**config.mk**
```make
export PLATFORM = sky130hd
export DESIGN_NAME = seq_mem
export DESIGN_NICKNAME = d
export VERILOG_FILES = /design/src/rtl/sequence_checker_seq_mem.sv
export SDC_FILE = /design/constraint.sdc
export NUM_CORES = 1
export LEC_CHECK = 0
export CORE_AREA = 2 2 54 51
export DETAILED_ROUTE_END_ITERATION = 16
export DIE_AREA = 0 0 56 53
export GPL_TIMING_DRIVEN = 0
export HOLD_SLACK_MARGIN = 0.1
export PLACE_DENSITY_LB_ADDON = 0.2
export SLEW_MARGIN = 20
export SYNTH_ARGS = -nofsm -noshare
export SYNTH_HDL_FRONTEND = slang
export SYNTH_SLANG_ARGS = --single-unit
```
**constraint.sdc**
```tcl
create_clock -name clock -period 2.9 [get_ports clock]
set_input_delay 0.58 -clock clock [delete_from_list [all_inputs] [get_ports clock]]
set_output_delay 0.58 -clock clock [all_outputs]
set_load 0.02 [all_outputs]
```
**src/rtl/sequence_checker_seq_mem.sv**
```systemverilog
// Sequence storage: one synchronous write port, one combinational read port, no reset.
module seq_mem #(
  parameter int DEPTH = 16,
  parameter int WIDTH = 2,
  parameter int AW    = 4
) (
  input  logic             clock,
  input  logic             we,
  input  logic [AW-1:0]    waddr,
  input  logic [WIDTH-1:0] wdata,
  input  logic [AW-1:0]    raddr,
  output logic [WIDTH-1:0] rdata
);

  logic [WIDTH-1:0] mem_r [DEPTH];

  // write port; every entry is written by ADD before playback reads it
  always_ff @(posedge clock) begin
    if (we) begin
      mem_r[waddr] <= wdata;
    end
  end

  assign rdata = mem_r[raddr];

endmodule

```
==> metrics list <==
- Area growth from synthesis to final layout: 14.5%
* Wire length per cell: 17.6 um
- Commonest non-fill, non-tap cells in the layout: sky130_fd_sc_hd__edfxtp_1, sky130_fd_sc_hd__nor2_1, sky130_fd_sc_hd__clkdlybuf4s50_1
- Final Cycle Share: 94.8%
- Setup repair after global routing left no endpoint under its margin.
* Wire length of the first global-routing pass: 3.59 mm
- Number of vias in the routed layout: 735
* Final hold violation count: 0
- Via count of the first global-routing pass: 757
- For this configuration, the core starts out at a cell density of 56.2%.
* TritonCTS clock tree: yes
- Gates resized during post-CTS repair numbered 0.
* Max FFs per register: 32
* Final-stage net count: 106
* Port Buffers: 11
- The tree built by TritonCTS fans out to 32 sinks.
- After synthesis the cells add up to 1340 um^2.
- Timing would allow up to 0.364 GHz.
- Tightest Pin Transition: 0.525 ns
- Entering global routing, the biggest net connects 17 pins.
- Total die area: 2970 um^2
- At the worst endpoint, the required time is 2.32 ns.
- LEAKAGE: 0.488 nW
* Layout cells sized above 1: 11.6%
* Path type of the worst setup path: input pin to output port
- Once the clock tree was built, the setup fixing pass inserted 0 buffers.
- In this run the core area contains 17 standard-cell rows.
- In this run the worst path has a maximum fanout of 8.
- Setup violations remaining at the end of the flow were counted as 0.
- Floorplan Core Area: 2380 um^2
- The H-tree generated during clock tree synthesis spans 2 levels.
- Cell at the root of the clock tree: sky130_fd_sc_hd__clkbuf_4
* Maximum capacitance violations: 0
- The floorplan step set the die height to about 53 um.
* Overall overflow remaining after global route: 0
- The floorplan step set the die width to 56 um.
- The share of the Yosys chip area taken by registers is around 72%.
* Mean instance size in the synthesized netlist: 17.6 um^2
* Number of instances in the placed design: 115
- Ranked by flip-flop count, first place goes to mem_r.
- In the routed design, unresolved DRC markers number 0.
* Utilization after layout: between 60% and 70%
* Number of detailed-routing iterations run before antenna repair: 4
- In this run the worst hold path is classified as input pin to register.
- The routed design could run at a clock period as short as 2.75 ns.
* Net count of the mapped netlist: 88
- Wires add up to 2.17 mm.
- In this run the tightest slew margin relative to its limit is 64.9%.
- Max Buffers Root-to-Sink: 2
* Worst IR Drop VDD: 0.418 mV
- Clock-pin slew on the worst setup and hold paths: 0.09 ns
* Remaining number of nets flagged by the antenna check after routing: 0
- Most common library cell in the layout ignoring fill and taps: sky130_fd_sc_hd__edfxtp_1
* Vias/cell: 5.98
* Number of antenna repair diodes: 0
- After legalization and detailed placement, the total HPWL measured approximately 1.5 mm.
* WP data arrival: between 2 and 2.5 ns
* Count of boundary I/O pins: 14
- Hold repair after CTS inserted 0 buffers.
* Total Negative Setup Slacks: 0 ns
- Run status: finished clean
- Yosys synthesis warning count: 0
- In this run the power density over the cells is 532 nW/um^2.
- Flip-flop and latch count after synthesis: 32
- The largest registers in the layout are mem_r (32).
- The number of antenna violations at the first check in global routing is 0.
* Fin cells: 123
- Across every metal layer, demand over resource in global routing totals 17.8%.
* Routability-driven placement congestion ratio: 0.720
* Crit start category: input pin
* Number of DRC violations after detailed-routing iteration 0: 20
* Num CTS Buffers: 5
- Number of cells produced by synthesis: 76
- Endpoint kind of the worst setup timing path: output port
* Max Transition Viols Final: 0
* Number of distinct standard cells referenced by the synthesized netlist: 14
-- worst paths after layout --
| kind | startpoint | to | slack [ns] | cells after the start |
|---|---|---|---|---|
| setup / recovery | raddr[1] | rdata[1] | 0.15 | 5 |
| hold / removal | waddr[2] | mem_r[7][0] | 1.13 | 3 |
-- metrics by stage --
| step | setup WS [ns] | area (um^2) | hold WS, ns | total power, mW |
|---|---|---|---|---|
| 2_1_floorplan | 0.739 | 1340 | 0.679 | 0.566 |
| 4_1_cts | 0.122 | 1530 | 1.11 | 0.823 |
| 6_report | 0.152 | 1530 | 1.13 | 0.816 |
| 5_1_grt | 0.0274 | 1530 | 1.16 | 0.845 |
| 3_5_place_dp | 0.119 | 1490 | 1.46 | 0.604 |
| 3_3_place_gp | 0.206 | 1490 | 1.44 | 0.602 |
-- power breakdown --
part           leakage, nW  switching [mW]  internal, mW
Combinational        0.172          0.0374        0.0359
Sequential           0.289         0.00194         0.518
Clock               0.0269           0.130        0.0929
-- cells by family (layout without fill, tap and decap cells) --
group / after synthesis / count (layout) / share of synthesized area [%]
AO/OA/AOI/OAI: 2 / 2 / 1.12
buffers and inverters: 2 / 21 / 1.12
AND/OR/NAND/NOR: 32 / 32 / 11.5
multiplexers: 8 / 8 / 14.6
flip-flops: 32 / 32 / 71.7
-- critical path, stage by stage --
cell and delay [ns]:
sky130_fd_sc_hd__clkbuf_1 0.36, sky130_fd_sc_hd__mux4_2 0.38, sky130_fd_sc_hd__a22oi_1 0.22, sky130_fd_sc_hd__nand3_1 0.10, sky130_fd_sc_hd__clkdlybuf4s50_1 0.54
-- area by class of cell --
cell class | instances | area, um^2
flip-flops and latches | 32 | 961
fillers | 191 | 848
multi-input cells | 42 | 364
repair buffers | 11 | 110
clock buffers | 7 | 45.0
well taps | 28 | 35.0
plain buffers | 2 | 15.0
clock inverters | 1 | 3.75
-- synth_stat cells --
cell type / instances / share of area [%]
sky130_fd_sc_hd__edfxtp_1: 32 / 72
sky130_fd_sc_hd__nor2_1: 13 / 3.6
sky130_fd_sc_hd__nand3_1: 5 / 1.9
sky130_fd_sc_hd__mux4_1: 4 / 7.8
sky130_fd_sc_hd__mux4_2: 4 / 6.7
sky130_fd_sc_hd__nor3_1: 4 / 1.5
sky130_fd_sc_hd__nand2_1: 3 / 0.84
sky130_fd_sc_hd__a22oi_1: 2 / 1.1
sky130_fd_sc_hd__nand2b_1: 2 / 0.93
sky130_fd_sc_hd__nand3b_1: 2 / 1.1
sky130_fd_sc_hd__nor2b_1: 2 / 0.93
sky130_fd_sc_hd__buf_6: 1 / 0.84
sky130_fd_sc_hd__clkbuf_1: 1 / 0.28
sky130_fd_sc_hd__or3b_2: 1 / 0.65
-- metal layers --
layer	wire length, um	global-route usage (%)	vias up
met1	966	22.6	349
li1	-	-	344
met4	62	13.1	0
met3	137	3.91	7
met2	1000	27.5	35
met5	0	0	-
Note: power is estimated with default switching activity, not from simulation.
